===== src/rtl/i2s_audio_tx.sv =====
// I2S transmitter: one-pair holding register feeding a 2*SLOT_BITS frame shifter; BCLK/LRCK divided from AUDIO_CLK.
// A pair accepted at least one cycle before a load edge leaves MSB-first at that edge; never stalls, flags overrun/underrun instead.
module i2s_audio_tx #(
  parameter int AUD_BIT_DEPTH = 24,
  parameter int SLOT_BITS     = 32,
  parameter int BCLK_DIV      = 4
) (
  input  logic                     AUDIO_CLK,
  input  logic                     reset_data,
  input  logic                     enable,
  input  logic                     sample_valid,
  input  logic [AUD_BIT_DEPTH-1:0] lsample,
  input  logic [AUD_BIT_DEPTH-1:0] rsample,
  input  logic                     clear_flags,
  output logic                     sample_ready,
  output logic                     frame_start,
  output logic                     i2s_bclk,
  output logic                     i2s_lrck,
  output logic                     i2s_data,
  output logic                     underrun,
  output logic                     overrun
);

  localparam int FW = 2 * SLOT_BITS;
  localparam int CW = $clog2(BCLK_DIV);
  localparam int BW = $clog2(FW);
  localparam logic [CW-1:0] C_LAST = CW'(BCLK_DIV - 1);
  localparam logic [CW-1:0] C_HALF = CW'(BCLK_DIV / 2);
  localparam logic [BW-1:0] B_LAST = BW'(FW - 1);
  localparam logic [BW-1:0] LR_LO  = BW'(SLOT_BITS - 1);
  localparam logic [BW-1:0] LR_HI  = BW'(FW - 2);

  typedef enum logic [1:0] {IDLE, RUN, DRAIN} state_t;

  state_t                   state;
  logic [CW-1:0]            c;
  logic [BW-1:0]            b;
  logic [FW-1:0]            sh;
  logic                     full;
  logic [AUD_BIT_DEPTH-1:0] hold_l, hold_r, last_l, last_r;

  logic          active, fall, wrap, load, stop, full_nxt;
  logic [CW-1:0] c_nxt;
  logic [BW-1:0] b_nxt;
  logic [FW-1:0] frm;

  // A wrap edge with enable low ends the drain; with enable high it loads, whether in RUN or DRAIN.
  always_comb begin
    active   = (state != IDLE);
    fall     = active && (c == C_LAST);
    wrap     = fall && (b == B_LAST);
    load     = wrap && enable;
    stop     = wrap && !enable;
    c_nxt    = (!active || fall) ? '0 : c + 1'b1;
    b_nxt    = (b == B_LAST) ? '0 : b + 1'b1;
    full_nxt = sample_valid ? 1'b1 : (load ? 1'b0 : full);
    frm      = '0;
    if (full) begin
      frm[FW-1 -: AUD_BIT_DEPTH]        = hold_l;
      frm[SLOT_BITS-1 -: AUD_BIT_DEPTH] = hold_r;
    end else begin
      frm[FW-1 -: AUD_BIT_DEPTH]        = last_l;
      frm[SLOT_BITS-1 -: AUD_BIT_DEPTH] = last_r;
    end
  end

  always_ff @(posedge AUDIO_CLK) begin
    if (reset_data) begin
      state        <= IDLE;
      c            <= '0;
      b            <= B_LAST;
      sh           <= '0;
      full         <= 1'b0;
      hold_l       <= '0;
      hold_r       <= '0;
      last_l       <= '0;
      last_r       <= '0;
      sample_ready <= 1'b1;
      frame_start  <= 1'b0;
      i2s_bclk     <= 1'b0;
      i2s_lrck     <= 1'b0;
      i2s_data     <= 1'b0;
      underrun     <= 1'b0;
      overrun      <= 1'b0;
    end else begin
      case (state)
        IDLE:    if (enable) state <= RUN;
        RUN:     if (stop) state <= IDLE; else if (!enable) state <= DRAIN;
        DRAIN:   if (stop) state <= IDLE; else if (enable) state <= RUN;
        default: state <= IDLE;
      endcase

      c        <= c_nxt;
      i2s_bclk <= (c_nxt >= C_HALF);

      if (stop) begin
        b        <= B_LAST;
        i2s_lrck <= 1'b0;
        i2s_data <= 1'b0;
      end else if (fall) begin
        b        <= b_nxt;
        i2s_lrck <= (b_nxt >= LR_LO) && (b_nxt <= LR_HI);
        if (load) begin
          i2s_data <= frm[FW-1];
          sh       <= frm << 1;
        end else begin
          i2s_data <= sh[FW-1];
          sh       <= sh << 1;
        end
      end

      // A strobe coinciding with a load refills the register the shifter just emptied.
      if (sample_valid) begin
        hold_l <= lsample;
        hold_r <= rsample;
      end
      if (load && full) begin
        last_l <= hold_l;
        last_r <= hold_r;
      end
      full         <= full_nxt;
      sample_ready <= ~full_nxt;
      frame_start  <= load;

      underrun <= (load && !full) || (underrun && !clear_flags);
      overrun  <= (sample_valid && full && !load) || (overrun && !clear_flags);
    end
  end

endmodule


===== config.mk =====
export PLATFORM = sky130hd
export DESIGN_NAME = i2s_audio_tx
export DESIGN_NICKNAME = d
export VERILOG_FILES = /design/src/rtl/i2s_audio_tx.sv
export SDC_FILE = /design/constraint.sdc
export NUM_CORES = 1
export LEC_CHECK = 0
export BUFFER_PORTS_ARGS = -buffer_cell sky130_fd_sc_hd__buf_2
export CAP_MARGIN = 15
export CORE_ASPECT_RATIO = 0.7
export CORE_MARGIN = 8
export CORE_UTILIZATION = 39
export DETAILED_ROUTE_END_ITERATION = 12
export PLACE_DENSITY = 0.59
export SETUP_SLACK_MARGIN = 0.3
export SYNTH_ARGS = -nofsm -noshare
export SYNTH_HDL_FRONTEND = slang
export SYNTH_SLANG_ARGS = --single-unit

===== constraint.sdc =====
create_clock -name AUDIO_CLK -period 2.8 [get_ports AUDIO_CLK]
set_clock_uncertainty 0.15 [all_clocks]
set_input_delay 0.7 -clock AUDIO_CLK [delete_from_list [all_inputs] [get_ports AUDIO_CLK]]
set_output_delay 0.7 -clock AUDIO_CLK [all_outputs]
set_load 0.1 [all_outputs]

# --- Yosys cells after proc, flatten, opt, wreduce, memory -nomap -nowiden ---
# Index checks and enable logic that the tools add are counted.
totals:
  regBits: 178
  latchBits: 0
  ramBits: 0
  rom_bits: 0
  in_bits: 53
  output_inout_bits: 7
  word_cells: 64
  mem_count: 0
classes:
  addsub: 2
  multipliers: 0
  n_div: 0
  order_cmp: 3
  n_eq_ne: 5
  n_shift: 0
  mux: 13
  bitwise: 2
  n_reduce_logical: 23
op_table:
  columns: ["cell", "n"]
  rows:
  - ["$mux 64", 1]
  - ["$mux 24", 2]
  - ["$logic_and 1x1->1", 11]
  - ["$mux 2", 5]
  - ["$add 6x1->6 const B", 1]
  - ["$eq 6x6->1 const B", 1]
  - ["$ge 6x5->1 const B", 1]
  - ["$le 6x6->1 const B", 1]
  - ["$mux 6", 1]
  - ["$pmux 2 s3", 1]
  - ["$logic_not 1->1", 5]
  - ["$eq 2x2->1 const B", 2]
  - ["$logic_or 1x1->1", 3]
  - ["$mux 1", 3]
  - ["$ne 3x3->1 const B", 1]
  - ["$add 2x1->2 const B", 1]
  - ["$eq 2x1->1 const B", 1]
  - ["$ge 2x2->1 const B", 1]
  - ["$logic_not 2->1", 1]
  - ["$not 1->1", 2]
  - ["$reduce_and 2->1", 1]
  - ["$reduce_bool 2->1", 1]
  - ["$reduce_or 2->1", 1]

# --- Longest topological paths before layout ---
# Gate-level depths: netlist of the first run.
logic_depth:
  ltp_word: 7
  mapped_depth: 7
  ltp_nobuf: 6

# --- Worst setup path after synthesis of the first run ---
# No wires, ideal clock.
synth_timing:
  path_type: "in2reg"
  start: "in enable"
  end: "reg last_l[14]"
  setup_time_ps: 132
  arrival_ps: 1741
  required_ps: 2518
  setup_slack_ps: 777
  stages: 7
  path_buffers: 3
  cell_sequence: "clkbuf_1 nand2_1 or3_1 buf_4 buf_6 nand2_1 a21oi_1"
synth_via:
  elab_chain_cells: 2
synth_lines:
  columns: ["item", "line", "rtl"]
  rows:
  - ["start, declared", "10", "input logic enable,"]
  - ["$logic_and 1x1->1", "52", "load = wrap && enable;"]
  - ["$logic_and 1x1->1", "117", "if (load && full) begin"]
  - ["end signal, assigned", "118", "last_l <= hold_l;"]
  - ["end, declared", "40", "logic [AUD_BIT_DEPTH-1:0] hold_l, hold_r, last_l, last_r;"]
# Every way passes these cells.
# A chain may end at the register's enable or synchronous reset.

# --- Worst setup path in the final report of the first run ---
layout_timing:
  start: "reg b[0]"
  end: "reg last_r[18]"
layout_via:
  elab_chain_cells: 4
layout_lines:
  columns: ["item", "line", "rtl"]
  rows:
  - ["start, declared", "37", "logic [BW-1:0] b;"]
  - ["start signal, assigned", "101", "b <= b_nxt;"]
  - ["$eq 6x6->1", "51", "wrap = fall && (b == B_LAST);"]
  - ["$logic_and 1x1->1", "51", null]
  - ["$logic_and 1x1->1", "52", null]
  - ["$logic_and 1x1->1", "117", null]
  - ["end signal, assigned", "119", "last_r <= hold_r;"]
  - ["end, declared", "40", null]
# Every way passes these cells.

==> results.md, run 1 <==
* Initial antenna violation count at 0
* Netlist Area Pre-Place at 6960 um^2
* Most frequent cells after synthesis: 169 x dfxtp_1, 109 x nor2_1, 106 x nand2_1
* CTS sink count at 169
* Residual DRC at 0
* Synth unique cells at 45
* Reg-to-reg critical path startpoint: b[0]$_SDFFE_PP1P_
* CTS tree: yes
* Max-cap violations at 0
* Core Area at 17,700 um^2
* Number of nets in the layout at 887
* Vias post-DR at 5,480
* EDFF count, synth at 0
* Die area at 22,400 um^2
* Pre-CTS WS at 0.472 ns
* Layout cell share with drive strength beyond 1 at 14.4%
* Root Buffer: clkbuf_16
* Via density at 5.08
* Starting Density at 39.2%
* Pwr/cell area at 655 nW/um^2
* Final wirelength at 15.8 mm
* Total GRT Usage at 14.4%
* Inserted Clock Buffers at 17
* Share of the synthesized area in the top cell type at 48.6%
* RSZ-0062 raised after global routing: no
* Synth area leaders: dfxtp_1 49%, mux2i_1 13%, a21oi_1 6.5%
* VDD IR-drop max at 0.358 mV
* Normalized max-slew margin at 61.2%
* CP endpoint kind: flop
* Synth async-reset ratio at 0%
* CP Class: flop to flop
* Final Wtd Congestion at 0.769
* Setup Viol. Count Final at 0
* Tightest Hold Check Type: flop to flop
* Final total power at 5.32 mW
* Max-slew violations at 0
* Final min period at 2.30 ns
* N_diodes at 0
* Iteration-0 DRC Markers at 333
* Worst endpoint required time at 2.95 ns
* Worst hold margin at 0.282 ns
* Syn nets at 855
* Post-Synthesis Cells at 798
* I/O pin cnt at 60
* Clock buffer depth at 2
* Largest net degree at the start of global routing at 56
* Leakage at 3.04 nW
* Number of global-route vias before repair at 5,126
* Mean Syn Cell Area at 8.72 um^2
* Max Fclk at 435 MHz
* Sequential-to-total area share from yosys stat at 48.6%
* Setup tns final at 0 ns
* Finished Core Util at 45.7%
* First-pass DRT Iterations at 5
* Fin crit share at 82.2%
* H-tree depth at 4
* CP startpoint: b[0]$_SDFFE_PP1P_
* Gr ovfl total at 0
* Startpoint types: flop
* FF+latch count, synth at 169
* Warning count from the yosys run at 0
* Layout area overhead at 16.6%
* Status: finished clean
* Top_reg_cell synth: dfxtp_1
* Final hold vios at 0
* Worst slew pin tran at 0.582 ns
* Row count at 41
* Clk_lat worst skew at 0.42 ns
* PortBufs at 59
* Post-synth top area cell: dfxtp_1
* Most common cell in the synthesized netlist: dfxtp_1
* ANT nets after route at 0
* CTS Hold Bufs at 0
* Min setup slack post-route at 0.499 ns
* CP max FO at 47
* Global-route wire length before repair at 26.5 mm
* Die X at 176 um
* Wirelength per Cell at 14.7 um
* Hold_sp: c[0]$_SDFF_PP0_
* Post-DP HPWL at 9.60 mm
* Clock-pin slew on the worst setup and hold paths at 0.07 ns
* CP arrival at 2.45 ns
* Die Height at 128 um
[flip-flops by register name, summed over array words and instances (netlist names)]
name          flops
last_r           24
i2s_lrck          1
overrun           1
underrun          1
sh               55
sample_ready      1
hold_l           24
c                 2
last_l           24
i2s_data          1
hold_r           24
full              1
i2s_bclk          1
b                 6
state             2
frame_start       1
[stage by stage]
stage	area (um^2)	cells
global route	8120	1079
global placement	7480	1047
detailed placement	7480	1047
finish	8120	1079
CTS	8110	1079
floorplan	6960	798
[report_power, final]
part / switching, mW / total, mW / internal (mW)
Sequential: 0.0369 / 2.49 / 2.45
Clock: 1.02 / 2.53 / 1.51
Combinational: 0.174 / 0.303 / 0.130
[kinds of logic after synthesis]
| group | count (synthesis) | share of synthesized area, % |
|---|---|---|
| xor gates and xnor gates | 4 | 0.503 |
| and+or+nand+nor | 292 | 17.8 |
| buffers and inverters | 70 | 4.42 |
| DFF | 169 | 48.6 |
| adders and majority gates | 4 | 0.719 |
| AOI/OAI and AO/OA | 171 | 15.3 |
| muxes | 88 | 12.7 |
[cell type report]
class	instances	area, um^2
tap	236	295
inverter	4	15.0
clock inverter	15	209
sequential	169	3380
fill	1773	9630
clock buffer	17	425
multi-input combinational	559	3290
timing repair buffer	79	502
[cells in the final DEF (no fill, tap or decap), drive strengths merged, types with 14 or more instances in the layout]
| master | count |
|---|---|
| dfxtp | 169 |
| nor2 | 110 |
| nand2 | 106 |
| a21oi | 92 |
| mux2i | 88 |
| buf | 79 |
| nor3 | 40 |
| a211oi | 39 |
| clkbuf | 17 |
| nand3 | 14 |
[repair_timing]
| action | in CTS | in global routing |
|---|---|---|
| setup endpoints to repair | 0 | 27 |
| resized for setup | 0 | 2 |
| buffers inserted | 0 | 0 |
[worst max-delay path, stage by stage (launching register included)]
cell,delay [ns]
dfxtp_1,0.48
ha_2,0.31
nand3_2,0.15
or3_2,0.52
buf_4,0.33
nand2_1,0.15
a21oi_1,0.07
[layer usage]
layer	part of all wire [%]	global-route usage [%]	up-vias
met1	53	20.6	2530
met4	0.73	3.43	0
met5	0	0	-
met3	4.5	3.77	10
met2	41	21.1	89
li1	-	-	2851
[final timing paths]
check	endpoint	slack, ns	cells after the start
setup / recovery	last_r[18]$_SDFFE_PP0P_	0.50	6
setup reg to reg	last_r[18]$_SDFFE_PP0P_	0.50	6
hold reg to reg	c[0]$_SDFF_PP0_	0.28	1
hold / removal	c[0]$_SDFF_PP0_	0.28	1
(Power assumes the default switching activity.)
==> run 2: changes to the inputs <==
- PLACE_DENSITY: 0.59 -> 0.61
- clock period: 2.8 -> 1.95 ns (I/O delays scaled with it)
==> run 2 against run 1 <==
Net effect: cell count up 5.5%; sequential share of layout area shrank 6.2 points; final area increased by 18%; wire length grew 27%; power up 38%; clock power increased by 28%; count of clock-buffer cells in the layout up 7; largest cell class is now multi-input combinational cells; critical endpoint is now sh[54]$_SDFFE_PP0P_; sequential cell count did not move.
==> results.md, run 2 (same netlist as run 1, synthesis figures left out) <==
* Setup Viol. Count Final at 0 (unchanged)
* Tightest Hold Check Type: input port to flop
* CP endpoint kind: flop
* Max-cap violations at 0 (unchanged)
* Largest net degree at the start of global routing at 43 (-23%)
* Final hold vios at 0 (unchanged)
* Kind of cell adding the most delay to the critical path: simple AND/OR/NAND/NOR gates
* Worst endpoint required time at 2.13 ns (-0.82 ns)
* Number of nets in the layout at 946 (+6.7%)
* Final Cell Area at 9620 um^2 (+18%)
* PortBufs at 59 (unchanged)
* Inserted Clock Buffers at 17 (unchanged)
* Sw frac at 23.9% (+0.78 points)
* Max reg flops at 55 (unchanged)
* Normalized max-slew margin at 72.6% (+11 points)
* CP startpoint: b[4]$_SDFFE_PP1P_
* Number of global-route vias before repair at 5,643 (+10%)
* CP Class: flop to flop
* RSZ-0062 raised after global routing: yes
* Startpoint types: flop
* Max incr delay on CP at 0.32 ns (-0.20 ns)
* Worst path depth at 7 (+1)
* Post-DP HPWL at 10.1 mm (+4.9%)
* First-pass DRT Iterations at 5 (unchanged)
* Clock-pin slew on the worst setup and hold paths at 0.07 ns (about the same)
* Crit path buf inv count at 2 (+1)
* Slowest CP cell: dfxtp_2
* Iteration-0 DRC Markers at 427 (+28%)
* Status: finished clean
* Placed cell areas at 7680 um^2 (+2.7%)
* Setup tns final at 0 ns (unchanged)
* Final wirelength at 20.1 mm (+27%)
* FF-to-FF path depth at 7 (+1)
* Worst slew pin tran at 0.411 ns (-0.171 ns)
* Root Buffer: clkbuf_16
* Row count at 41 (unchanged)
* Pwr/cell area at 763 nW/um^2 (+17%)
* ANT nets after route at 0 (unchanged)
* Most frequent cells in the layout: 155 x dfxtp_1, 95 x nor2_1, 88 x mux2i_1
* Largest Register: sh
* Vias post-DR at 6,037 (+10%)
* Die X at 176 um (unchanged)
* VDD IR-drop max at 0.449 mV (+26%)
* Leakage at 3.84 nW (+26%)
* Clock share of power at 44.2% (-3.3 points)
* Crit-path cells: and3_4, and3_4, buf_4, buf_4, nand3_1, o21ai_0, a311oi_2
* Initial antenna violation count at 0 (unchanged)
* Final min period at 1.81 ns (-0.492 ns)
* Multi-input gate area at 3850 um^2 (+17%)
* Reg power frac at 48.9% (+2.1 points)
* I/O pin cnt at 60 (unchanged)
* Via density at 5.30 (+4.5%)
* Clk_lat worst skew at 0.43 ns (about the same)
* Core Area at 17,700 um^2 (unchanged)
* CP arrival at 1.99 ns (-0.46 ns)
* Reg-to-reg critical path startpoint: b[4]$_SDFFE_PP1P_
* Final total power at 7.34 mW (+38%)
* Clock buffer depth at 2 (unchanged)
* Min setup slack post-route at 0.142 ns (-0.358 ns)
* Reg area at 3410 um^2 (+0.78%)
* Die area at 22,400 um^2 (unchanged)
* N_diodes at 0 (unchanged)
* Fillers at 1,564 (-12%)
* Net Sw Power at 1.75 mW (+43%)
* CTS tree: yes
* Layout area overhead at 38.1%
* Max-slew violations at 0 (unchanged)
* Layout cell share with drive strength beyond 1 at 32.0% (+18 points)
* Finished Core Util at 54.2% (+8.4 points)
* Total GRT Usage at 16.7% (+2.3 points)
* Gr ovfl total at 0 (unchanged)
* R2R Setup Slk at 0.14 ns (-0.36 ns)
* Combinational Power Share at 6.9% (+1.2 points)
* CTS sink count at 169 (unchanged)
* H-tree depth at 4 (unchanged)
* Wirelength per Cell at 17.7 um (+21%)
* CP max FO at 6 (-87%)
* Final Wtd Congestion at 0.733 (-4.6%)
* R2r endpoint: sh[54]$_SDFFE_PP0P_
* Fin crit share at 92.7% (+11 points)
* Internal power at 5.59 mW (+37%)
* Residual DRC at 0 (unchanged)
* Global-route wire length before repair at 30.3 mm (+14%)
* Commonest non-fill, non-tap cell in the layout: dfxtp_1
* CP Capture Point: sh[54]$_SDFFE_PP0P_
* Pre-CTS WS at 0.0733 ns (-0.399 ns)
* Starting Density at 39.2% (unchanged)
* Max Fclk at 553 MHz (+27%)
* Die Height at 128 um (unchanged)
run 2: per-layer routing:
layer	wire (um)	track usage, %	part of all wire, %
met1	9690	23.2	48
met3	1190	3.83	5.9
met5	0	0	0
met4	246	5.37	1.2
met2	8990	25.3	45
run 2: worst reg2reg max path, cell delays in order (launching register included):
cell and delay (ns):
dfxtp_2 0.32, and3_4 0.18, and3_4 0.21, buf_4 0.15, buf_4 0.15, nand3_1 0.09
o21ai_0 0.15, a311oi_2 0.31
run 2: area by class of cell:
class / count / share of cell area [%]
tap: 236 / 3.07
sequential: 169 / 35.5
clock inverter: 8 / 0.638
multi-input combinational: 561 / 40.1
inverter: 4 / 0.156
clock buffer: 24 / 5.34
timing repair buffer: 136 / 15.3
run 2: worst min path at each step:
| stage | startpoint | endpoint | slack [ns] | depth (start not counted) |
|---|---|---|---|---|
| after detailed placement | c[0]$_SDFF_PP0_ | c[0]$_SDFF_PP0_ | 0.28 | 1 |
| after global placement | c[0]$_SDFF_PP0_ | c[0]$_SDFF_PP0_ | 0.27 | 1 |
| after floorplan | c[0]$_SDFF_PP0_ | c[0]$_SDFF_PP0_ | 0.26 | 1 |
| after global routing | lsample[16] | hold_l[16]$_SDFFE_PP0P_ | 0.14 | 3 |
| final | lsample[16] | hold_l[16]$_SDFFE_PP0P_ | 0.14 | 3 |
| after CTS | rsample[1] | hold_r[1]$_SDFFE_PP0P_ | 0.13 | 3 |
run 2: power groups by stage:
stage                     logic, mW  clock network, mW  registers (mW)
final                         0.503               3.25            3.59
after global routing          0.549               3.45            3.60
after CTS                     0.473               3.32            3.58
after detailed placement      0.452                  0            3.65
after global placement        0.447                  0            3.65
after floorplan               0.299                  0            3.65
run 2: through the flow:
stage	instances	hold slack [ns]
finish	1138	0.138
global route	1138	0.139
CTS	1124	0.133
detailed placement	1054	0.280
global placement	1054	0.270
floorplan	798	0.262
run 2: what timing repair did:
action	CTS	global route
buffers inserted	29	8
hold buffers	0	0
gates resized for setup	59	124
cloned	9	6
endpoints found under the setup margin	121	113
pin swaps	17	72
==> run 3: changes to the inputs <==
- CORE_UTILIZATION: 39 -> 42
- PLACE_DENSITY: 0.61 -> 0.65
==> run 3 against run 2 <==
Net effect: global-route usage up 1.9 points; hold slack worse by 0.0037 ns; die area down 6.4%; largest cell class unchanged; power up 0.72%; critical endpoint is now sh[32]$_SDFFE_PP0P_.
==> results.md, run 3 (same netlist as run 1, synthesis figures left out) <==
* Status: finished clean
* Number of nets in the layout at 955 (+0.95%)
* Row count at 39 (-4.9%)
* Max-cap violations at 0 (unchanged)
* Gr ovfl total at 0 (unchanged)
* Worst slew pin tran at 0.456 ns (+0.0451 ns)
* Max reg flops at 55 (unchanged)
* Startpoint types: flop
* Root Buffer: clkbuf_16
* Final min period at 1.86 ns (+0.0561 ns)
* WL met3 at 1.62 mm (+37%)
* Final hold vios at 0 (unchanged)
* Tightest Hold Check Type: input port to flop
* Met2 wire len at 9.68 mm (+7.8%)
* WHS Path Cells at 3 (unchanged)
* CP arrival at 2.02 ns (+0.03 ns)
* Die Height at 124 um (-3.2%)
* Pwr/cell area at 762 nW/um^2 (-0.25%)
* Final Wtd Congestion at 0.778 (+6.2%)
* Inserted Clock Buffers at 17 (unchanged)
* CTS sink count at 169 (unchanged)
* Layout area overhead at 39.5%
* Global-route wire length before repair at 30.9 mm (+2.3%)
* Worst hold margin at 0.135 ns (-0.00374 ns)
* CP endpoint kind: flop
* Clock buffer depth at 2 (unchanged)
* CP max FO at 22 (+16)
* Layout cell share with drive strength beyond 1 at 33.8% (+1.8 points)
* Largest net degree at the start of global routing at 44 (+2.3%)
* Leakage at 3.75 nW (-2.2%)
* CP Class: flop to flop
* Iteration-0 DRC Markers at 635 (+49%)
* Max-slew violations at 0 (unchanged)
* First-pass DRT Iterations at 5 (unchanged)
* H-tree depth at 4 (unchanged)
* Final wirelength at 21.2 mm (+5.4%)
* I/O pin cnt at 60 (unchanged)
* Setup tns final at 0 ns (unchanged)
* ANT nets after route at 0 (unchanged)
* M1 WL at 9.39 mm (-3.2%)
* Largest Register: sh
* PortBufs at 59 (unchanged)
* Wirelength per Cell at 18.7 um (+5.5%)
* Fin crit share at 95.6% (+2.9 points)
* Setup Viol. Count Final at 0 (unchanged)
* Residual DRC at 0 (unchanged)
* Top Metal Used: met4
* Worst endpoint required time at 2.11 ns (-0.02 ns)
* Max Fclk at 536 MHz (-3.0%)
* Total GRT Usage at 18.6% (+1.9 points)
* Commonest non-fill, non-tap cell in the layout: dfxtp_1
* Core Area at 16,200 um^2 (-8.5%)
* Die X at 170 um (-3.3%)
* RSZ-0062 raised after global routing: yes
* Starting Density at 42.8% (+3.6 points)
* Normalized max-slew margin at 69.4% (-3.2 points)
* Post-DP HPWL at 10.2 mm (+1.2%)
* CTS tree: yes
* Die area at 21,000 um^2 (-6.4%)
* Initial antenna violation count at 0 (unchanged)
* Number of global-route vias before repair at 5,817 (+3.1%)
* Clk_lat worst skew at 0.43 ns (about the same)
* Vias post-DR at 6,353 (+5.2%)
* Clock-pin slew on the worst setup and hold paths at 0.07 ns (about the same)
* VDD IR-drop max at 0.593 mV (+32%)
* FF-to-FF path depth at 6 (-1)
* Via density at 5.59 (+5.3%)
* Most frequent cells in the layout: 153 x dfxtp_1, 90 x nand2_1, 87 x mux2i_1
## run 3: worst paths after layout
kind                     start                      to  slack (ns)
max reg2reg  b[3]$_SDFFE_PP1P_     sh[32]$_SDFFE_PP0P_        0.09
min                 rsample[7]  hold_r[7]$_SDFFE_PP0P_        0.13
min reg2reg    c[0]$_SDFF_PP0_         c[0]$_SDFF_PP0_        0.29
max          b[3]$_SDFFE_PP1P_     sh[32]$_SDFFE_PP0P_        0.09
## run 3: what timing repair did
item,CTS,global route
setup buffers,31,10
gates cloned,12,6
hold endpoints to repair,0,0
pin swaps,45,43
hold buffers,0,0
gates resized for setup,91,122
setup endpoints to repair,121,116
## run 3: layer usage
layer,vias to the layer above,global-route usage (%)
met4,0,7.44
met2,253,28.8
met3,51,4.91
li1,3010,-
met5,-,0
met1,3039,24.6
## run 3: stage by stage
stage               area, um^2  power (mW)  setup WS [ns]  utilization, %  instances
global placement          7640        4.10         0.0701            47.0       1045
global route              9710        7.65          0.117            59.7       1136
detailed placement        7640        4.10         0.0501            47.0       1045
CTS                       9060        7.38          0.239            55.8       1120
floorplan                 7070        3.95          0.257               -        798
finish                    9710        7.39         0.0854            59.8       1137
## run 3: cell type report
class,instances,area (um^2)
fillers,1318,6540
repair buffers,139,1480
inverters,4,15.0
diodes,1,2.50
well taps,225,282
clock inverters,15,143
clock buffers,17,425
flip-flops and latches,169,3420
multi-input cells,567,3950
## run 3: worst max-delay path: stages, from the launching register on
cell and delay [ns]:
dfxtp_4 0.34, and3_4 0.20, nand3_4 0.12, buf_12 0.19, buf_16 0.16, a211oi_1 0.45, nor3_2 0.11
## run 3: power breakdown
group          internal (mW)  switching, mW  leakage [nW]  total (mW)
combinational          0.232          0.289          2.10       0.520
sequential              3.51         0.0655          1.38        3.58
clock                   1.78           1.51         0.275        3.30
